## src/rtl/muldiv_unit.sv

```systemverilog
// rtl/muldiv_unit.sv - iterative shift-add multiply / restoring divide with HI/LO results
// Optional signed support is compiled in with MULDIV_SIGNED_EN.
module muldiv_unit #(
  parameter int WIDTH = 32
) (
  input  logic             clk,
  input  logic             rst,
  input  logic             start,
  input  logic             op,
  input  logic             is_signed,
  input  logic [WIDTH-1:0] a,
  input  logic [WIDTH-1:0] b,
  output logic             busy,
  output logic             done,
  output logic             div_by_zero,
  output logic [WIDTH-1:0] hi,
  output logic [WIDTH-1:0] lo
);

  localparam int CW = (WIDTH > 1) ? $clog2(WIDTH) : 1;

  typedef enum logic [1:0] {
    S_IDLE,
    S_RUN,
    S_DONE
  } state_t;

  state_t             state;
  logic [CW-1:0]      cnt;
  logic               op_q;
  logic [WIDTH-1:0]   opnd;
  logic [2*WIDTH-1:0] acc;
  logic [WIDTH-1:0]   rem;

  logic [WIDTH-1:0]   mag_a;
  logic [WIDTH-1:0]   mag_b;

`ifdef MULDIV_SIGNED_EN
  logic neg_res;
  logic neg_rem;
  logic a_neg;
  logic b_neg;

  assign a_neg = is_signed & a[WIDTH-1];
  assign b_neg = is_signed & b[WIDTH-1];
  assign mag_a = a_neg ? -a : a;
  assign mag_b = b_neg ? -b : b;
`else
  logic unused_is_signed;

  assign unused_is_signed = is_signed;
  assign mag_a = a;
  assign mag_b = b;
`endif

  // Multiply: opnd is the multiplicand, acc[WIDTH-1:0] shifts the multiplier out LSB first.
  logic [WIDTH:0]     mul_sum;
  logic [2*WIDTH-1:0] mul_next;

  assign mul_sum  = {1'b0, acc[2*WIDTH-1:WIDTH]} + (acc[0] ? {1'b0, opnd} : {(WIDTH+1){1'b0}});
  assign mul_next = {mul_sum, acc[WIDTH-1:1]};

  // Divide: opnd is the divisor, acc[WIDTH-1:0] shifts the dividend out MSB first
  // while quotient bits shift in at the bottom.
  logic [WIDTH:0]   div_shift;
  logic             div_ge;
  logic [WIDTH-1:0] div_sub;
  logic [WIDTH-1:0] div_rem_next;
  logic [WIDTH-1:0] div_q_next;

  assign div_shift    = {rem, acc[WIDTH-1]};
  assign div_ge       = div_shift >= {1'b0, opnd};
  assign div_sub      = div_shift[WIDTH-1:0] - opnd;
  assign div_rem_next = div_ge ? div_sub : div_shift[WIDTH-1:0];
  assign div_q_next   = {acc[WIDTH-2:0], div_ge};

  logic [2*WIDTH-1:0] prod;
  logic [WIDTH-1:0]   quo;
  logic [WIDTH-1:0]   rmd;

  always_comb begin
    prod = mul_next;
    quo  = div_q_next;
    rmd  = div_rem_next;
`ifdef MULDIV_SIGNED_EN
    if (neg_res) begin
      prod = -mul_next;
      quo  = -div_q_next;
    end
    if (neg_rem) begin
      rmd = -div_rem_next;
    end
`endif
  end

  always_ff @(posedge clk) begin
    if (rst) begin
      state       <= S_IDLE;
      cnt         <= '0;
      op_q        <= 1'b0;
      opnd        <= '0;
      acc         <= '0;
      rem         <= '0;
      busy        <= 1'b0;
      done        <= 1'b0;
      div_by_zero <= 1'b0;
      hi          <= '0;
      lo          <= '0;
`ifdef MULDIV_SIGNED_EN
      neg_res     <= 1'b0;
      neg_rem     <= 1'b0;
`endif
    end else begin
      done        <= 1'b0;
      div_by_zero <= 1'b0;
      case (state)
        S_IDLE: begin
          if (start) begin
            if (op && (b == '0)) begin
              // Zero divisor finishes immediately without entering RUN.
              state       <= S_DONE;
              done        <= 1'b1;
              div_by_zero <= 1'b1;
              hi          <= a;
              lo          <= '1;
            end else begin
              state <= S_RUN;
              busy  <= 1'b1;
              cnt   <= '0;
              op_q  <= op;
              opnd  <= op ? mag_b : mag_a;
              acc   <= {{WIDTH{1'b0}}, (op ? mag_a : mag_b)};
              rem   <= '0;
`ifdef MULDIV_SIGNED_EN
              neg_res <= a_neg ^ b_neg;
              neg_rem <= a_neg;
`endif
            end
          end
        end
        S_RUN: begin
          cnt <= cnt + 1'b1;
          if (op_q) begin
            acc[WIDTH-1:0] <= div_q_next;
            rem            <= div_rem_next;
          end else begin
            acc <= mul_next;
          end
          if (cnt == CW'(WIDTH - 1)) begin
            state <= S_DONE;
            busy  <= 1'b0;
            done  <= 1'b1;
            if (op_q) begin
              hi <= rmd;
              lo <= quo;
            end else begin
              hi <= prod[2*WIDTH-1:WIDTH];
              lo <= prod[WIDTH-1:0];
            end
          end
        end
        S_DONE: begin
          state <= S_IDLE;
        end
        default: begin
          state <= S_IDLE;
          busy  <= 1'b0;
        end
      endcase
    end
  end

endmodule

```

## config.mk

```make
export PLATFORM = sky130hd
export DESIGN_NAME = muldiv_unit
export DESIGN_NICKNAME = d
export VERILOG_FILES = /design/src/rtl/muldiv_unit.sv
export SDC_FILE = /design/constraint.sdc
export NUM_CORES = 1
export LEC_CHECK = 0
export ABC_AREA = 1
export BUFFER_PORTS_ARGS = -buffer_cell sky130_fd_sc_hd__buf_2
export CAP_MARGIN = 5
export CORE_MARGIN = 2
export CORE_UTILIZATION = 45
export DETAILED_ROUTE_END_ITERATION = 10
export MAX_ROUTING_LAYER = met4
export REMOVE_ABC_BUFFERS = 1
export SLEW_MARGIN = 20
export SYNTH_ARGS = -nofsm -noshare
export SYNTH_HDL_FRONTEND = slang
export SYNTH_SLANG_ARGS = --single-unit
```

## constraint.sdc

```tcl
create_clock -name clk -period 3.26 [get_ports clk]
set_input_delay 0.652 -clock clk [delete_from_list [all_inputs] [get_ports clk]]
set_output_delay 0.652 -clock clk [all_outputs]
set_load 0.02 [all_outputs]
```

==> results of run 1 <==
-- routing by layer --
layer	global-route usage, %	share of wire [%]	routed length [um]
met5	-	0	0
met1	41.9	48	23100
met2	45.7	43	20600
met4	5.82	1.9	911
met3	4.80	6.8	3260
-- cells in the mapped netlist, types with 2 or more instances --
cell type,count
sky130_fd_sc_hd__o21ai_0,229
sky130_fd_sc_hd__nand2_2,4
sky130_fd_sc_hd__o21a_1,3
sky130_fd_sc_hd__nor2_2,6
sky130_fd_sc_hd__fa_1,2
sky130_fd_sc_hd__a21oi_2,2
sky130_fd_sc_hd__nor3_1,21
sky130_fd_sc_hd__inv_2,9
sky130_fd_sc_hd__dfxtp_1,203
sky130_fd_sc_hd__o211ai_1,5
sky130_fd_sc_hd__nand2_1,719
sky130_fd_sc_hd__nand3b_1,9
sky130_fd_sc_hd__nand3_2,3
sky130_fd_sc_hd__inv_1,346
sky130_fd_sc_hd__nor2_1,238
sky130_fd_sc_hd__o21bai_1,8
sky130_fd_sc_hd__xnor2_1,9
sky130_fd_sc_hd__buf_2,27
sky130_fd_sc_hd__xor2_1,20
sky130_fd_sc_hd__nor4_1,5
sky130_fd_sc_hd__nand4_1,14
sky130_fd_sc_hd__buf_6,4
sky130_fd_sc_hd__buf_4,3
sky130_fd_sc_hd__a21oi_1,204
sky130_fd_sc_hd__clkbuf_1,63
sky130_fd_sc_hd__and2_1,2
sky130_fd_sc_hd__or2_2,6
sky130_fd_sc_hd__nor2_4,2
sky130_fd_sc_hd__nand3_1,94
sky130_fd_sc_hd__a22oi_1,29
sky130_fd_sc_hd__ha_1,66
-- final cells by class --
type                       instances  area share, %
antenna                            2         0.0314
clock buffer                      32           4.35
clock inverter                    16           1.17
inverter                         357           8.41
multi-input combinational       1710           51.9
sequential                       203           25.5
tap                              396           3.10
timing repair buffer             160           5.60
-- flip-flops by register name (all words and copies together) (netlist names) --
name and cells:
acc 64, hi 32, lo 32, opnd 32, rem 32, cnt 5, state 2, busy 1
div_by_zero 1, done 1, op_q 1
-- report_power, final --
group | total, mW | internal (mW) | switching, mW
Sequential | 2.73 | 2.65 | 0.0873
Clock | 2.96 | 1.77 | 1.19
Combinational | 1.57 | 0.467 | 1.10
-- cells in the final DEF (no fill, tap or decap), drive strengths merged, types with 6 or more instances in the layout --
cell,netlist,routed
a21oi,207,207
nand3,97,97
dfxtp,203,203
xnor2,9,9
clkinv,1,9
nand3b,9,9
ha,66,66
clkbuf,63,32
xor2,20,20
nand2,725,725
inv,356,358
or2,6,6
buf,35,160
nor3,22,22
o21bai,8,8
nand4,14,14
nor2,246,246
o21ai,230,230
a22oi,29,29
-- worst max-delay path: stages, from the launching register on --
cell and delay [ns]:
sky130_fd_sc_hd__dfxtp_1 0.34, sky130_fd_sc_hd__inv_1 0.08, sky130_fd_sc_hd__ha_1 0.44, sky130_fd_sc_hd__nand2_1 0.14, sky130_fd_sc_hd__nor2_1 0.22, sky130_fd_sc_hd__nand2_1 0.18
sky130_fd_sc_hd__nor3_2 0.28, sky130_fd_sc_hd__nand2_4 0.16, sky130_fd_sc_hd__nand2_8 0.22, sky130_fd_sc_hd__inv_4 0.18, sky130_fd_sc_hd__nand2_1 0.10, sky130_fd_sc_hd__nand2_1 0.06
sky130_fd_sc_hd__nand2_1 0.18, sky130_fd_sc_hd__a21oi_1 0.09
-- cells by family after synthesis --
| logic type | after synthesis | synth area share (%) |
|---|---|---|
| buffers and inverters | 455 | 12.7 |
| DFF | 203 | 28.8 |
| adders and majority gates | 68 | 6.14 |
| xor gates and xnor gates | 29 | 1.80 |
| AOI/OAI and AO/OA | 485 | 18.2 |
| and+or+nand+nor | 1128 | 32.4 |
-- worst paths after layout --
path             end      from
max reg2reg  rem[21]  opnd[23]
max          rem[21]  opnd[23]
min          opnd[0]      a[0]
min reg2reg   lo[28]    lo[28]
==> impl_summary.txt, run 1 <==
----------------------------------------------------
[Final layout]
  Final Instance Area ... 0.0160 mm^2
  Utilization of the core after routing ... 51.9%
  Fraction of final layout cells sized beyond drive strength 1 ... 9.81%
  Number of filler instances in the final layout ... 3,356
  Storage element area ... 0.00406 mm^2
  Multi-input logic area ... 0.00828 mm^2
  Total number of nets in the final design ... 2,595
  Area growth from synthesis to layout ... 13.1%
  Post-Layout Cell Count ... 2,876

[Route]
  Total vias in the final route ... 14,981
  Post-detailed-route wirelength per cell ... 16.6 um
  DR DRC count ... 0
  Initial DRC count ... 1,008
  Routed WL ... 47,900 um
  Detail-routed via count per cell ... 5.21
  Iteration count of the initial detailed-routing pass ... 5
  Number of nets with antenna violations after detailed routing ... 0

[Place]
  Placed wire-length estimate after detailed placement ... 37,300 um
  Inst Count DP ... 2,826
  DP Worst Slack ... 0.283 ns
  Routability Congestion ... 0.982
  Post-DP Area ... 0.0151 mm^2
  Count of buffers inserted at the top-level ports ... 134

[Power and ir drop]
  Power per standard cell area ... 455 mW/mm^2
  Pwr Total ... 7.26 mW
  Maximum ir drop on the vdd rail ... 0.437 mV
  Static leakage power ... 8.33 nW

[GRT]
  Via count of the first global-routing pass ... 14,255
  All-layer global routing usage ... 29.9%
  Maximum number of pins on one net before global-route repair ... 83
  Sum of overflow across all layers after global routing ... 0
  First-pass GRT wire length ... 76,300 um
  Number of antenna violations at the first check in global routing ... 2

[Timing]
  Achievable Freq ... 349 MHz
  Final hold viol count ... 0
  Final cycle utilization of the critical path ... 88.0%
  Hold Worst Slack ... 0.433 ns
  Smallest setup slack after layout ... 0.391 ns
  Worst Tran Pin Value ... 0.848 ns
  Total of endpoints with negative setup slack in the final report ... 0
  Minimum clock period ... 2.87 ns
  Unrepaired setup endpoints after global routing ... no
  Count of final max-slew check failures ... 0
  Clock skew ... 0.0139 ns
  Slew HR ... 43.5%
  Setup TNS ... 0 ns

[Yosys]
  Fraction of synthesized cell area taken by the top area cell type ... 28.8%
  Most instantiated flip-flop cell in the synthesis netlist ... sky130_fd_sc_hd__dfxtp_1
  Count of yosys warnings during synthesis ... 0
  Largest cells by area after synthesis ... sky130_fd_sc_hd__dfxtp_1, sky130_fd_sc_hd__nand2_1, sky130_fd_sc_hd__inv_1
  Synth unique cells ... 44
  Gate Count Post-Synth ... 2,368
  Library cell with the largest summed area after synthesis ... sky130_fd_sc_hd__dfxtp_1
  Sequential element share of the synthesized area ... 28.8%
  Number of enable flip-flop cells after synthesis ... 0
  Flops & latches, synth ... 203
  Avg Cell Area, Syn ... 5.96 um^2
  Post-synth design cell area ... 0.0141 mm^2
  Fraction of synthesis flops using an asynchronous set or reset pin ... 0%

[Worst setup path]
  Critical path endpoint category ... flip-flop
  Required time of the critical path ... 3.64 ns
  Maximum fanout along the worst path ... 27
  Register-to-register setup slack ... 0.39 ns
  Logic depth of the worst register-to-register path ... 13
  Crit Path Category ... reg2reg
  CP startpoint kind ... flip-flop
  Data arrival at the endpoint of the critical path ... 3.25 ns

[CTS]
  Setup fix buffers added after clock tree synthesis ... 0
  CTS Root Buffer Type ... sky130_fd_sc_hd__clkbuf_16
  Longest Clk Path Bufs ... 3
  Reg clk slew, reported paths ... 0.06 ns
  Post-CTS resize count ... 0
  Clock H-tree levels ... 1
  Clock tree from TritonCTS ... yes
  Number of CTS-inserted buffers ... 26
  Worst skew pair latency ... 0.54 ns
  Hold buffer count at cts ... 0
  Total clock sinks ... 203

[Floorplanning]
  Count of boundary I/O pins ... 136
  Number of placement rows ... 64
  Die extent in y ... 181 um
  Core region area ... 0.0307 mm^2
  Total die area ... 0.0328 mm^2
  Initial core utilization ... 45.9%
  Horiz. Die Dim ... 181 um

[Min path]
  Cell depth of the worst min-delay path ... 3
  Path type of the worst min-delay path ... in2reg

[Run]
  # Max-Cap Violations ... 0

[Run status]
  Result of the run ... completed

----------------------------------------------------
(Power assumes the default switching activity.)
==> run 2, diff against run 1 <==
Settings changed: CORE_ASPECT_RATIO set to 1.5, RECOVER_POWER set to 100.
==> impl_summary.txt, run 2 (synthesis gave the netlist of run 1 again) <==
----------------------------------------------------
[Run status]
  Result of the run ... complete, but fails checks
  Failing checks ... capacitance limit, slew limit

[Worst setup path]
  Crit Path Category ... reg2reg
  Maximum fanout along the worst path ... 26
  Family with the most delay on the worst path ... simple AND/OR/NAND/NOR gates
  Cell seen most often among critical-path stages ... sky130_fd_sc_hd__nand2_1
  Library cell contributing the largest single delay on the critical path ... sky130_fd_sc_hd__nor2_1
  Required time of the critical path ... 3.72 ns
  Stage delay of the slowest cell on the critical path ... 0.43 ns
  Logic depth of the worst register-to-register path ... 15
  Buffers plus inverters on the worst setup path ... 2
  Critical path endpoint category ... flip-flop
  CP startpoint kind ... flip-flop
  Data arrival at the endpoint of the critical path ... 3.40 ns
  Cells along the critical path ... inv_1, ha_1, nand2_1, nor2_1, nand2_1, nor2_1, nand2_1, nand2_1, a21oi_4, nand2_8, clkbuf_2, nand2_1, nand2_1, nand2_1, a21oi_1
  Worst path depth ... 15

[Floorplanning]
  Count of boundary I/O pins ... 136
  Die extent in y ... 221 um
  Core region area ... 0.0309 mm^2
  Initial core utilization ... 45.6%
  Horiz. Die Dim ... 149 um
  Number of placement rows ... 79
  Total die area ... 0.0328 mm^2

[Place]
  Placed wire-length estimate after detailed placement ... 37,800 um
  Count of buffers inserted at the top-level ports ... 134
  Routability Congestion ... 0.985
  DP Worst Slack ... 0.308 ns

[GRT]
  Number of antenna violations at the first check in global routing ... 0
  Maximum number of pins on one net before global-route repair ... 83
  Met3 usage ... 2.19%
  First-pass GRT wire length ... 76,400 um
  Sum of overflow across all layers after global routing ... 0
  Via count of the first global-routing pass ... 14,390
  All-layer global routing usage ... 30.3%
  Global-route layer with the greatest usage ... met2
  Met1 GRT Util ... 37.7%
  Met2 global-route usage ... 51.6%

[Route]
  Routed WL ... 49,000 um
  Total vias in the final route ... 14,958
  Detail-routed via count per cell ... 5.21
  Post-detailed-route wirelength per cell ... 17.0 um
  DR DRC count ... 0
  Number of nets with antenna violations after detailed routing ... 0
  Initial DRC count ... 877
  Iteration count of the initial detailed-routing pass ... 6

[CTS]
  Number of CTS-inserted buffers ... 22
  CTS Root Buffer Type ... sky130_fd_sc_hd__clkbuf_16
  Longest Clk Path Bufs ... 3
  Hold buffer count at cts ... 0
  Worst skew pair latency ... 0.53 ns
  Post-CTS resize count ... 0
  Setup fix buffers added after clock tree synthesis ... 0
  Clock tree from TritonCTS ... yes
  Total clock sinks ... 203
  Reg clk slew, reported paths ... 0.07 ns
  Clock H-tree levels ... 1

[Timing]
  Worst Tran Pin Value ... 1.77 ns
  Achievable Freq ... 340 MHz
  Count of final max-slew check failures ... 75
  Hold Worst Slack ... 0.443 ns
  Clock skew ... 0.0136 ns
  Final hold viol count ... 0
  Smallest setup slack after layout ... 0.323 ns
  Final cycle utilization of the critical path ... 90.1%
  Slew HR ... -18.0%
  Unrepaired setup endpoints after global routing ... no
  Total of endpoints with negative setup slack in the final report ... 0
  Minimum clock period ... 2.94 ns

[Final layout]
  Area growth from synthesis to layout ... 11.0%
  Total number of nets in the final design ... 2,590
  Register containing the most flip-flops in the final layout ... acc
  Flip-flop count of the largest register, all copies and words added ... 64
  Number of diodes added for antenna fixing ... 0
  Fraction of final layout cells sized beyond drive strength 1 ... 6.48%
  Number of filler instances in the final layout ... 3,388
  Highest-count cells in the layout ignoring fill and taps ... sky130_fd_sc_hd__nand2_1, sky130_fd_sc_hd__inv_1, sky130_fd_sc_hd__nor2_1
  Multi-input logic area ... 0.00825 mm^2
  Storage element area ... 0.00406 mm^2
  Commonest non-fill, non-tap cell in the layout ... sky130_fd_sc_hd__nand2_1

[Min path]
  Path type of the worst min-delay path ... in2reg
  Cell depth of the worst min-delay path ... 3

[Power and ir drop]
  Static leakage power ... 7.96 nW
  Power per standard cell area ... 434 mW/mm^2
  Maximum ir drop on the vdd rail ... 0.412 mV

[Run]
  # Max-Cap Violations ... 1

----------------------------------------------------
## run 2: cell count changes in the layout (fill, tap and decap cells not counted), moves of 3 or more
| cell | change |
|---|---|
| sky130_fd_sc_hd__clkbuf_1 | +66 |
| sky130_fd_sc_hd__clkbuf_2 | +6 |
| sky130_fd_sc_hd__buf_2 | -67 |
| sky130_fd_sc_hd__clkbuf_16 | -4 |
| sky130_fd_sc_hd__clkbuf_8 | +4 |
| sky130_fd_sc_hd__bufinv_16 | -3 |
| sky130_fd_sc_hd__buf_4 | -9 |
## run 2: stage by stage
step	TNS [ns]	utilization, %	cells	instance area, um^2	total power, mW
floorplan	-77.67	-	2270	13700	3.76
global placement	0	48.8	2834	15100	4.34
detailed placement	0	48.8	2834	15100	4.36
CTS	0	51.0	2873	15800	6.87
global route	0	50.6	2873	15700	7.15
finish	0	50.6	2873	15700	6.80
## run 2: where the power goes
group	internal (mW)	switching, mW	total (mW)
sequential	2.65	0.0850	2.73
clock	1.39	1.11	2.50
combinational	0.455	1.12	1.57
total	4.49	2.31	6.80
## run 2: layout make-up
type	count	share of cell area [%]
Timing Repair Buffer	159	5.08
Inverter	357	8.57
Tap cell	405	3.24
Multi-Input combinational cell	1710	52.7
Clock buffer	30	4.10
Clock inverter	9	0.399
Sequential cell	203	25.9
## run 2: tightest hold or removal path: cells and delay by family
family	cells	cell delay (ns)
buf+inv	1	0.11
simple gates	1	0.08
compound gates	1	0.08
## run 2: routing by layer
metal / wire (um) / up-vias / share of wire [%]
li1: - / 7654 / -
met4: 1800 / 0 / 3.7
met5: 0 / - / 0
met2: 23900 / 416 / 49
met3: 2340 / 77 / 4.8
met1: 21000 / 6811 / 43
## run 2: path summary, 6_finish.rpt
path	startpoint	to	slack [ns]
setup / recovery	opnd[4]	hi[12]	0.32
setup reg to reg	opnd[4]	hi[12]	0.32
hold reg to reg	lo[23]	lo[23]	0.47
hold / removal	a[0]	opnd[0]	0.44
==> run 3, diff against run 2 <==
Settings changed: RECOVER_POWER 100 to unset.
==> impl_summary.txt, run 3 (synthesis gave the netlist of run 1 again) <==
----------------------------------------------------
[Run status]
  Result of the run ... completed

[Final layout]
  Flip-flop count of the largest register, all copies and words added ... 64
  Utilization of the core after routing ... 51.0%
  Commonest non-fill, non-tap cell in the layout ... sky130_fd_sc_hd__nand2_1
  Highest-count cells in the layout ignoring fill and taps ... sky130_fd_sc_hd__nand2_1, sky130_fd_sc_hd__inv_1, sky130_fd_sc_hd__nor2_1
  Total number of nets in the final design ... 2,590
  Fraction of final layout cells sized beyond drive strength 1 ... 9.52%
  Number of diodes added for antenna fixing ... 0
  Register containing the most flip-flops in the final layout ... acc
  Area growth from synthesis to layout ... 11.9%

[Worst setup path]
  Cell seen most often among critical-path stages ... sky130_fd_sc_hd__nand2_1
  Buffers plus inverters on the worst setup path ... 2
  Crit Path Category ... reg2reg
  Required time of the critical path ... 3.72 ns
  Critical path endpoint category ... flip-flop
  Cells along the critical path ... inv_1, ha_1, nand2_1, nor2_1, nand2_1, nor2_1, nand2_1, nand2_2, a21oi_4, nand2_8, inv_4, nand2_1, nand2_1, nand2_1, a21oi_1
  CP startpoint kind ... flip-flop
  Maximum fanout along the worst path ... 27
  Stage delay of the slowest cell on the critical path ... 0.42 ns
  Library cell contributing the largest single delay on the critical path ... sky130_fd_sc_hd__ha_1
  Data arrival at the endpoint of the critical path ... 3.34 ns
  Family with the most delay on the worst path ... simple AND/OR/NAND/NOR gates

[GRT]
  Via count of the first global-routing pass ... 14,390
  Maximum number of pins on one net before global-route repair ... 83
  Sum of overflow across all layers after global routing ... 0
  All-layer global routing usage ... 30.3%
  Number of antenna violations at the first check in global routing ... 0
  First-pass GRT wire length ... 76,400 um

[CTS]
  Number of CTS-inserted buffers ... 22
  Longest Clk Path Bufs ... 3
  Total clock sinks ... 203
  Worst skew pair latency ... 0.53 ns
  CTS Root Buffer Type ... sky130_fd_sc_hd__clkbuf_16
  Clock H-tree levels ... 1
  Setup fix buffers added after clock tree synthesis ... 0
  Post-CTS resize count ... 0
  Hold buffer count at cts ... 0
  Reg clk slew, reported paths ... 0.06 ns
  Clock tree from TritonCTS ... yes

[Run]
  # Max-Cap Violations ... 0

[Floorplanning]
  Initial core utilization ... 45.6%
  Core region area ... 0.0309 mm^2
  Die extent in y ... 221 um
  Number of placement rows ... 79
  Count of boundary I/O pins ... 136
  Total die area ... 0.0328 mm^2
  Horiz. Die Dim ... 149 um

[Route]
  Number of nets with antenna violations after detailed routing ... 0
  DR DRC count ... 0
  Iteration count of the initial detailed-routing pass ... 5
  Initial DRC count ... 876
  Total vias in the final route ... 14,879
  Routed WL ... 48,800 um
  Post-detailed-route wirelength per cell ... 17.0 um
  Detail-routed via count per cell ... 5.18

[Power and ir drop]
  Maximum ir drop on the vdd rail ... 0.413 mV
  Power per standard cell area ... 432 mW/mm^2
  Static leakage power ... 8.24 nW

[Timing]
  Final cycle utilization of the critical path ... 88.3%
  Minimum clock period ... 2.88 ns
  Setup TNS ... 0 ns
  Unrepaired setup endpoints after global routing ... no
  Worst Tran Pin Value ... 0.897 ns
  Final hold viol count ... 0
  Clock skew ... 0.0137 ns
  Count of final max-slew check failures ... 0
  Slew HR ... 40.2%
  Total of endpoints with negative setup slack in the final report ... 0
  Achievable Freq ... 347 MHz

[Place]
  Routability Congestion ... 0.985
  Placed wire-length estimate after detailed placement ... 37,800 um
  Count of buffers inserted at the top-level ports ... 134

[Min path]
  Path type of the worst min-delay path ... in2reg

----------------------------------------------------
==> run 3: changes by cell type in the layout (fill, tap and decap cells not counted), moves of 2 or more <==
cell	change
sky130_fd_sc_hd__buf_2	+67
sky130_fd_sc_hd__buf_4	+7
sky130_fd_sc_hd__clkbuf_1	-68
sky130_fd_sc_hd__clkbuf_2	-6
sky130_fd_sc_hd__inv_1	-2
sky130_fd_sc_hd__inv_2	+2
sky130_fd_sc_hd__nand3_1	-2
sky130_fd_sc_hd__nand3_2	+2
sky130_fd_sc_hd__nor2_1	-2
sky130_fd_sc_hd__nor2_4	+2
==> run 3: final cells by class <==
class                           count  area [um^2]
Fill cell                        3348        15100
Multi-Input combinational cell   1710         8280
Sequential cell                   203         4060
Inverter                          357         1340
Timing Repair Buffer              159          898
Clock buffer                       30          642
Tap cell                          405          507
Clock inverter                      9         62.6
==> run 3: tightest hold or removal path: stages <==
cell	delay [ns]
sky130_fd_sc_hd__buf_2	0.11
sky130_fd_sc_hd__nor2_1	0.08
sky130_fd_sc_hd__o41ai_1	0.08
==> run 3: through the flow <==
step           worst slack [ns]  hold slack, ns  power, mW  cells  area [um^2]
3_3_place_gp              0.348           0.451       4.34   2834        15100
6_report                  0.381           0.447       6.82   2873        15800
2_1_floorplan            -0.709           0.439       3.76   2270        13700
4_1_cts                   0.337           0.427       6.87   2873        15800
3_5_place_dp              0.308           0.459       4.36   2834        15100
5_1_grt                  0.0663           0.484       7.17   2873        15800
==> run 3: worst paths after layout <==
check | from | to | slack, ns | depth (start not counted)
max | opnd[2] | hi[22] | 0.38 | 15
max reg2reg | opnd[2] | hi[22] | 0.38 | 15
min reg2reg | lo[5] | lo[5] | 0.47 | 2
min | a[0] | opnd[0] | 0.45 | 3
==> run 3: where the power goes <==
part	switching, mW	internal, mW
registers	0.0838	2.65
clock network	1.11	1.39
logic	1.12	0.475
total	2.31	4.51
==> run 3: layer usage <==
metal	wire length [um]	global-route usage (%)	part of all wire, %
met5	0	-	0
met4	1860	10.9	3.8
met3	2300	2.19	4.7
met2	23700	51.6	49
met1	21000	37.7	43
